[config.mk]
export PLATFORM = sky130hd
export DESIGN_NAME = mandelbrot_sequencer_flat
export DESIGN_NICKNAME = d
export VERILOG_FILES = /design/src/rtl/mandelbrot_pkg.sv /design/src/rtl/mandelbrot_sequencer_if.sv /design/src/rtl/mandelbrot_pixel_counter.sv /design/src/rtl/mandelbrot_sequencer.sv /design/src/flat_wrapper.sv
export SDC_FILE = /design/constraint.sdc
export NUM_CORES = 1
export LEC_CHECK = 0
export ABC_CLOCK_PERIOD_IN_PS = 1900
export CAP_MARGIN = 20
export CORE_ASPECT_RATIO = 1.25
export CORE_UTILIZATION = 50
export DETAILED_ROUTE_END_ITERATION = 7
export DONT_BUFFER_PORTS = 1
export PLACE_DENSITY_LB_ADDON = 0.2
export REMOVE_ABC_BUFFERS = 1
export SLEW_MARGIN = 0
export SYNTH_ARGS = -nofsm -noshare
export SYNTH_HDL_FRONTEND = slang
export SYNTH_HIERARCHICAL = 1
export SYNTH_SLANG_ARGS = --single-unit
export TNS_END_PERCENT = 30
[constraint.sdc]
create_clock -name clk -period 1.9 [get_ports clk]
set_input_delay 0.38 -clock clk [delete_from_list [all_inputs] [get_ports clk]]
set_output_delay 0.38 -clock clk [all_outputs]
set_load 0.02 [all_outputs]
[src/rtl/mandelbrot_pkg.sv]
// Shared definitions for the mandelbrot frame sequencer and pixel engine.
package mandelbrot_pkg;

    localparam int unsigned SCALING_W  = 7;
    localparam int unsigned DEF_WIDTH  = 320;
    localparam int unsigned DEF_HEIGHT = 240;

    typedef enum logic [2:0] {
        S_IDLE,
        S_LOAD,
        S_ISSUE,
        S_WAIT,
        S_HOLD,
        S_FRAME_END
    } seq_state_t;

    // Scaling decrement that stops at zero instead of wrapping.
    function automatic logic [SCALING_W-1:0] sat_sub(input logic [SCALING_W-1:0] a,
                                                     input logic [SCALING_W-1:0] b);
        return (a > b) ? (a - b) : '0;
    endfunction

endpackage

[src/rtl/mandelbrot_sequencer_if.sv]
// Pixel output stream: one-entry buffer with valid/ready handshake.
interface mandelbrot_sequencer_if;

    logic [3:0] pix_data;
    logic       pix_valid;
    logic       pix_ready;
    logic       pix_sol;
    logic       pix_last;

    modport master (
        output pix_data, pix_valid, pix_sol, pix_last,
        input  pix_ready
    );

    modport slave (
        input  pix_data, pix_valid, pix_sol, pix_last,
        output pix_ready
    );

endinterface

[src/rtl/mandelbrot_pixel_counter.sv]
// x/y raster position counter with first-of-line and last-of-frame flags.
module mandelbrot_pixel_counter
    import mandelbrot_pkg::*;
#(
    parameter int unsigned WIDTH  = DEF_WIDTH,
    parameter int unsigned HEIGHT = DEF_HEIGHT
) (
    input  logic clk,
    input  logic rst,
    input  logic i_clear,
    input  logic i_advance,
    output logic o_sol,
    output logic o_last
);

    localparam int unsigned XW = (WIDTH  > 1) ? $clog2(WIDTH)  : 1;
    localparam int unsigned YW = (HEIGHT > 1) ? $clog2(HEIGHT) : 1;

    logic [XW-1:0] r_x;
    logic [YW-1:0] r_y;
    logic          w_x_end;
    logic          w_y_end;

    assign w_x_end = (r_x == XW'(WIDTH - 1));
    assign w_y_end = (r_y == YW'(HEIGHT - 1));
    assign o_sol   = (r_x == '0);
    assign o_last  = w_x_end & w_y_end;

    // Raster scan: x runs fastest, wrapping to the origin after the last pixel.
    always_ff @(posedge clk or posedge rst) begin
        if (rst) begin
            r_x <= '0;
            r_y <= '0;
        end else if (i_clear) begin
            r_x <= '0;
            r_y <= '0;
        end else if (i_advance) begin
            if (w_x_end) begin
                r_x <= '0;
                r_y <= w_y_end ? '0 : (r_y + YW'(1));
            end else begin
                r_x <= r_x + XW'(1);
            end
        end
    end

endmodule

[src/rtl/mandelbrot_sequencer.sv]
// Frame-level controller for the mandelbrot pixel engine.
// Optional feature macro: MANDEL_SEQ_ZOOM_EN (per-frame zoom/pan update).
module mandelbrot_sequencer
    import mandelbrot_pkg::*;
#(
    parameter int unsigned BITWIDTH = 10,
    parameter int unsigned CTRWIDTH = 7,
    parameter int unsigned WIDTH    = DEF_WIDTH,
    parameter int unsigned HEIGHT   = DEF_HEIGHT,
    parameter int unsigned FCNT_W   = 16
) (
    input  logic                 clk,
    input  logic                 rst,
    input  logic                 start,
    input  logic                 stop,
    input  logic                 continuous,
    input  logic [SCALING_W-1:0] init_scaling,
    input  logic [BITWIDTH-1:0]  init_cr,
    input  logic [BITWIDTH-1:0]  init_ci,
    input  logic [CTRWIDTH-1:0]  init_max_ctr,
    input  logic [SCALING_W-1:0] zoom_step,
    input  logic [BITWIDTH-1:0]  pan_cr,
    input  logic [BITWIDTH-1:0]  pan_ci,
    output logic                 eng_run,
    input  logic                 eng_running,
    input  logic                 eng_finished,
    input  logic [3:0]           eng_ctr_out,
    output logic [SCALING_W-1:0] eng_scaling,
    output logic [BITWIDTH-1:0]  eng_cr_offset,
    output logic [BITWIDTH-1:0]  eng_ci_offset,
    output logic [CTRWIDTH-1:0]  eng_max_ctr,
    mandelbrot_sequencer_if.master pix,
    output logic                 busy,
    output logic                 frame_done,
    output logic [FCNT_W-1:0]    frame_count
);

    seq_state_t           r_state;
    logic                 r_stop;
    logic                 r_run_prev;
    logic                 r_eng_run;
    logic [SCALING_W-1:0] r_scaling;
    logic [BITWIDTH-1:0]  r_cr;
    logic [BITWIDTH-1:0]  r_ci;
    logic [CTRWIDTH-1:0]  r_max_ctr;
    logic [3:0]           r_pix_data;
    logic                 r_pix_valid;
    logic                 r_pix_sol;
    logic                 r_pix_last;
    logic                 r_busy;
    logic                 r_frame_done;
    logic [FCNT_W-1:0]    r_frame_count;

    logic w_clear;
    logic w_advance;
    logic w_sol;
    logic w_last;

`ifndef MANDEL_SEQ_ZOOM_EN
    logic w_unused_zoom;
    assign w_unused_zoom = ^{zoom_step, pan_cr, pan_ci};
`endif

    assign w_clear   = (r_state == S_IDLE) && start;
    assign w_advance = (r_state == S_HOLD) && pix.pix_ready;

    mandelbrot_pixel_counter #(
        .WIDTH  (WIDTH),
        .HEIGHT (HEIGHT)
    ) u_pixel_counter (
        .clk       (clk),
        .rst       (rst),
        .i_clear   (w_clear),
        .i_advance (w_advance),
        .o_sol     (w_sol),
        .o_last    (w_last)
    );

    assign eng_run       = r_eng_run;
    assign eng_scaling   = r_scaling;
    assign eng_cr_offset = r_cr;
    assign eng_ci_offset = r_ci;
    assign eng_max_ctr   = r_max_ctr;
    assign pix.pix_data  = r_pix_data;
    assign pix.pix_valid = r_pix_valid;
    assign pix.pix_sol   = r_pix_sol;
    assign pix.pix_last  = r_pix_last;
    assign busy          = r_busy;
    assign frame_done    = r_frame_done;
    assign frame_count   = r_frame_count;

    // Frame sequencing FSM with all outputs registered.
    always_ff @(posedge clk or posedge rst) begin
        if (rst) begin
            r_state       <= S_IDLE;
            r_stop        <= 1'b0;
            r_run_prev    <= 1'b0;
            r_eng_run     <= 1'b0;
            r_scaling     <= '0;
            r_cr          <= '0;
            r_ci          <= '0;
            r_max_ctr     <= '0;
            r_pix_data    <= '0;
            r_pix_valid   <= 1'b0;
            r_pix_sol     <= 1'b0;
            r_pix_last    <= 1'b0;
            r_busy        <= 1'b0;
            r_frame_done  <= 1'b0;
            r_frame_count <= '0;
        end else begin
            r_run_prev   <= eng_running;
            r_eng_run    <= 1'b0;
            r_frame_done <= 1'b0;
            if ((r_state != S_IDLE) && stop) begin
                r_stop <= 1'b1;
            end
            case (r_state)
                S_IDLE: begin
                    if (start) begin
                        r_scaling     <= init_scaling;
                        r_cr          <= init_cr;
                        r_ci          <= init_ci;
                        r_max_ctr     <= init_max_ctr;
                        r_frame_count <= '0;
                        r_stop        <= 1'b0;
                        r_busy        <= 1'b1;
                        r_state       <= S_LOAD;
                    end
                end
                S_LOAD: begin
                    r_eng_run <= 1'b1;
                    r_state   <= S_ISSUE;
                end
                S_ISSUE: begin
                    r_state <= S_WAIT;
                end
                S_WAIT: begin
                    if (r_run_prev && !eng_running) begin
                        r_pix_data  <= eng_ctr_out;
                        r_pix_valid <= 1'b1;
                        r_pix_sol   <= w_sol;
                        r_pix_last  <= w_last;
                        r_state     <= S_HOLD;
                    end
                end
                S_HOLD: begin
                    if (pix.pix_ready) begin
                        r_pix_valid <= 1'b0;
                        if (r_pix_last) begin
                            // Frame bookkeeping is done on the accepting edge so that
                            // frame_done, frame_count and the new eng_* values all
                            // appear together in the FRAME_END cycle.
                            r_frame_done  <= 1'b1;
                            r_frame_count <= r_frame_count + FCNT_W'(1);
`ifdef MANDEL_SEQ_ZOOM_EN
                            r_scaling <= sat_sub(r_scaling, zoom_step);
                            r_cr      <= r_cr + pan_cr;
                            r_ci      <= r_ci + pan_ci;
`endif
                            r_state <= S_FRAME_END;
                        end else begin
                            r_eng_run <= 1'b1;
                            r_state   <= S_ISSUE;
                        end
                    end
                end
                S_FRAME_END: begin
                    if (r_stop || stop || !continuous) begin
                        r_busy  <= 1'b0;
                        r_state <= S_IDLE;
                    end else begin
                        r_state <= S_LOAD;
                    end
                end
                default: begin
                    r_state <= S_IDLE;
                end
            endcase
        end
    end

    // The engine should only report frame completion on the last pixel.
    a_finished_early: assert property (@(posedge clk) disable iff (rst)
        !((r_state == S_HOLD) && eng_finished && !r_pix_last))
        else $error("mandelbrot_sequencer: engine finished before pixel counter reached last");

endmodule
[src/flat_wrapper.sv]
// flat-port wrapper written by rule: the top's interface ports become plain ports
module mandelbrot_sequencer_flat import mandelbrot_pkg::*;
#(
    parameter int unsigned BITWIDTH = 10,
    parameter int unsigned CTRWIDTH = 7,
    parameter int unsigned WIDTH    = DEF_WIDTH,
    parameter int unsigned HEIGHT   = DEF_HEIGHT,
    parameter int unsigned FCNT_W   = 16
)
  (clk, rst, start, stop, continuous, init_scaling, init_cr, init_ci, init_max_ctr, zoom_step, pan_cr, pan_ci, eng_run, eng_running, eng_finished, eng_ctr_out, eng_scaling, eng_cr_offset, eng_ci_offset, eng_max_ctr, busy, frame_done, frame_count, pix_pix_data, pix_pix_valid, pix_pix_sol, pix_pix_last, pix_pix_ready);
  mandelbrot_sequencer_if pix_i ();
  input  logic clk;
  input  logic rst;
  input  logic start;
  input  logic stop;
  input  logic continuous;
  input  logic [SCALING_W-1:0] init_scaling;
  input  logic [BITWIDTH-1:0] init_cr;
  input  logic [BITWIDTH-1:0] init_ci;
  input  logic [CTRWIDTH-1:0] init_max_ctr;
  input  logic [SCALING_W-1:0] zoom_step;
  input  logic [BITWIDTH-1:0] pan_cr;
  input  logic [BITWIDTH-1:0] pan_ci;
  output logic eng_run;
  input  logic eng_running;
  input  logic eng_finished;
  input  logic [3:0] eng_ctr_out;
  output logic [SCALING_W-1:0] eng_scaling;
  output logic [BITWIDTH-1:0] eng_cr_offset;
  output logic [BITWIDTH-1:0] eng_ci_offset;
  output logic [CTRWIDTH-1:0] eng_max_ctr;
  output logic busy;
  output logic frame_done;
  output logic [FCNT_W-1:0] frame_count;
  output wire logic [$bits(pix_i.pix_data)-1:0] pix_pix_data;
  output wire logic [$bits(pix_i.pix_valid)-1:0] pix_pix_valid;
  output wire logic [$bits(pix_i.pix_sol)-1:0] pix_pix_sol;
  output wire logic [$bits(pix_i.pix_last)-1:0] pix_pix_last;
  input wire logic [$bits(pix_i.pix_ready)-1:0] pix_pix_ready;
  assign pix_pix_data = pix_i.pix_data;
  assign pix_pix_valid = pix_i.pix_valid;
  assign pix_pix_sol = pix_i.pix_sol;
  assign pix_pix_last = pix_i.pix_last;
  assign pix_i.pix_ready = pix_pix_ready;
  mandelbrot_sequencer #(.BITWIDTH(BITWIDTH), .CTRWIDTH(CTRWIDTH), .WIDTH(WIDTH), .HEIGHT(HEIGHT), .FCNT_W(FCNT_W)) u_core (.clk(clk), .rst(rst), .start(start), .stop(stop), .continuous(continuous), .init_scaling(init_scaling), .init_cr(init_cr), .init_ci(init_ci), .init_max_ctr(init_max_ctr), .zoom_step(zoom_step), .pan_cr(pan_cr), .pan_ci(pan_ci), .eng_run(eng_run), .eng_running(eng_running), .eng_finished(eng_finished), .eng_ctr_out(eng_ctr_out), .eng_scaling(eng_scaling), .eng_cr_offset(eng_cr_offset), .eng_ci_offset(eng_ci_offset), .eng_max_ctr(eng_max_ctr), .pix(pix_i), .busy(busy), .frame_done(frame_done), .frame_count(frame_count));
endmodule
==> reports/metrics.cfg <==
[outcome]
status=complete, but fails checks
violations=negative hold slack

[synth]
synth_top_flop_cell=dfrtp_1
syn_area_um2=3789
synth_edf_count=0
avgSynthCellArea_um2=9.448
syn_inst=401
synth_cell_type_count=47
synth.top_cell.area_share_pct=54.16
ys_ff_latch=82
synthTopCellsByArea=dfrtp_1 (54%), nand2_1 (12%), o21ai_0 (2.8%), a21oi_1 (2.6%), mux2_2 (2.1%)
ys_seq_area_share_pct=54.16
synth_warnings=6
yosys.area.top_type=dfrtp_1
synth_common_cells=nand2_1 (120), dfrtp_1 (82), o21ai_0 (21)
yosysMostFrequentCell=nand2_1
async_reset_ff_share_pct=100.0

[job]
cap_violations=0

[worst_setup_path]
critPathKind=reg2reg
startpoint_type=register
crit_arrival_ps=2040
cpMaxStageDelayCell=or4_1
reg2reg_depth=5
crit_chain=ha_1 -> and4bb_2 -> nand3_4 -> or4_1 -> o21ai_0
slowest_delay_ps=490
critPathCaptureType=register
cp_max_fo=10
cp_data_required_time_ps=2190

[routing]
avgViaCountPerCell=5.641
vias=2950
ant_nets=0
drc=0
dr.first_iter.drc_count=195
wire_per_inst_um=15.38
first_pass_iters=6
drt_wl_total_um=8042

[die]
ioPinCount=133
start_util_pct=51.50
num_rows=35
dieHeight_um=99.32
die_width_um=79.86
core_region_area_um2=7357
die-area_um2=7931

[timing]
fin_skew_ps=10.23
maxSlewViolCount=0
setup-violations-final=0
rsz0062_at_grt=no
slew_headroom_pct=55.82
max_freq_ghz=0.5724
hold_viol=17
finalCritPeriodShare_pct=91.94
timing.hold.ws_ps=-10.61
tightestPinTransition_ps=662.0
layout_min_cycle_time_ps=1747

[power]
swShare_pct=39.81
combPwrFrac_pct=18.4
seq_power_share_pct=58.5
cellLeakagePower_nw=1.992
p_switching_mw=2.041
powerDensity_nw_per_um2=1209
pwr-share-clk_pct=23.2
irDropWorstVdd_mv=0.6058
p_int_mw=3.086

[global_routing]
grt_pass1_vias=2826
grtUsageTotal_pct=21.27
grt_max_degree=66
grt_remaining_overflow=0
grt_pass1_wl_um=12980
antenna_found_initial=1

[cts]
ctsRootBufferMaster=clkbuf_8
clkSlewWorstSetupHoldPaths_ps=90
clkSinkCount=82
cts_tree=yes
insertion_delay_ps=360
cts_buffers=9
htreeDepth=3
clockBufferDepth=2

[final_layout]
final_cell_count_no_fill=523
drive_gt1_share_pct=14.65
register_area_um2=2052
multiInputGateArea_um2=1617
area_growth_pct=11.99
nets=502
n_fill_cell=661

[min_path]
hold_class=in2async

[placed_design]
port_buffers=0
placed_cells=505
hpwl_um=5631
gp_congestion=0.8778

==> final cells by class <==
cell class | count | area share [%]
inverters | 9 | 0.7962
repair buffers | 30 | 5.662
diodes | 1 | 0.05898
clock buffers | 9 | 2.919
well taps | 92 | 2.713
multi-input cells | 293 | 38.10
clock inverters | 7 | 1.386
flip-flops and latches | 82 | 48.36
==> routing by layer <==
layer	global-route usage [%]	share of wire, %	vias to the layer above	wire length [µm]
li1	-	-	1415	-
met5	0	0	-	0
met3	6.697	5.7	15	456
met2	34.98	50	65	4006
met4	9.615	2.1	0	172
met1	25.33	42	1455	3407
==> critical path: cells and delay by family (launching register included) <==
kind / cells / cell delay [ps]
compound gates: 1 / 90
simple gates: 3 / 960
fa+ha+maj: 1 / 230
flops: 1 / 400
==> cells by family after synthesis <==
kind of cell	count (synthesis)	synth area share, %
adder cells (fa/ha/maj)	4	1.321
AO/OA/AOI/OAI	60	9.941
multiplexers	8	2.345
AND/OR/NAND/NOR	212	26.95
flip-flops	82	54.16
buffers and inverters	26	3.203
XOR/XNOR	9	2.081
==> stage by stage <==
stage               power [mW]  setup WS (ps)  setup TNS [ps]  instance area (µm²)  util [%]
floorplan                3.611          -1551          -70590                 3701         -
global placement         3.932          174.3               0                 4046     55.00
detailed placement       3.994          129.5               0                 4046     55.00
CTS                      5.198          99.66               0                 4239     57.62
global route             5.448          37.10               0                 4240     57.64
finish                   5.128          153.1               0                 4243     57.67
==> power by group through the flow <==
stage	clock network, mW	registers [mW]	logic, mW
after floorplan	0	2.99	0.625
after global placement	0	3.03	0.904
after detailed placement	0	3.05	0.949
after CTS	1.23	3.01	0.960
after global routing	1.30	3.06	1.09
final	1.19	3.00	0.942
==> registers in the layout, indices dropped and copies added (netlist names), 3 cells and up <==
| name | cells |
|---|---|
| u_core/pix.pix_data | 4 |
| u_core/frame_count | 16 |
| u_core/eng_scaling | 7 |
| u_core/eng_cr_offset | 10 |
| u_core/r_state | 3 |
| u_core/u_pixel_counter/r_x | 9 |
| u_core/u_pixel_counter/r_y | 8 |
| u_core/eng_max_ctr | 7 |
| u_core/eng_ci_offset | 10 |
==> final timing paths <==
path | start | to | slack (ps)
min | rst | u_core/u_pixel_counter/r_y[7] | -10
max reg2reg | u_core/u_pixel_counter/r_x[0] | u_core/u_pixel_counter/r_y[6] | 150
max in group asynchronous | rst | u_core/frame_count[14] | 1060
max | u_core/u_pixel_counter/r_x[0] | u_core/u_pixel_counter/r_y[6] | 150
min in group clk | eng_running | u_core/r_run_prev | 40
min reg2reg | u_core/r_stop | u_core/r_stop | 490
==> layout by cell type (no fill, tap or decap), types with 2 or more instances in the layout <==
cell        count
inv_2           2
a31oi_1         2
dfrtp_1        82
ha_1            4
or3_1          10
nor3_1          3
and4_1          3
nand3_1        11
xnor2_1         3
nor2b_1         3
clkbuf_8        9
and3_1          7
o21ai_0        21
o211ai_1        3
nand2b_1        8
a21boi_0        2
clkinvlp_4      2
nor4_1          3
inv_1           7
nand3b_1        2
nand4b_1        2
or4_1           4
inv_6           4
a21o_1          2
o22ai_1         2
nor2_1         17
o2111ai_1       2
xor2_1          6
and2_1          4
a21oi_1        20
buf_4          28
nor3b_1         2
nand4_1         5
nand2_1       120
mux2_2          7
==> repair_timing <==
action                     4_1_cts  5_1_grt
hold endpoints to repair        57        0
hold buffers                     1        0
buffers inserted                 0        0
gates resized for setup          0        1
setup endpoints to repair        0        1
Power figures use the tool's default switching activity.
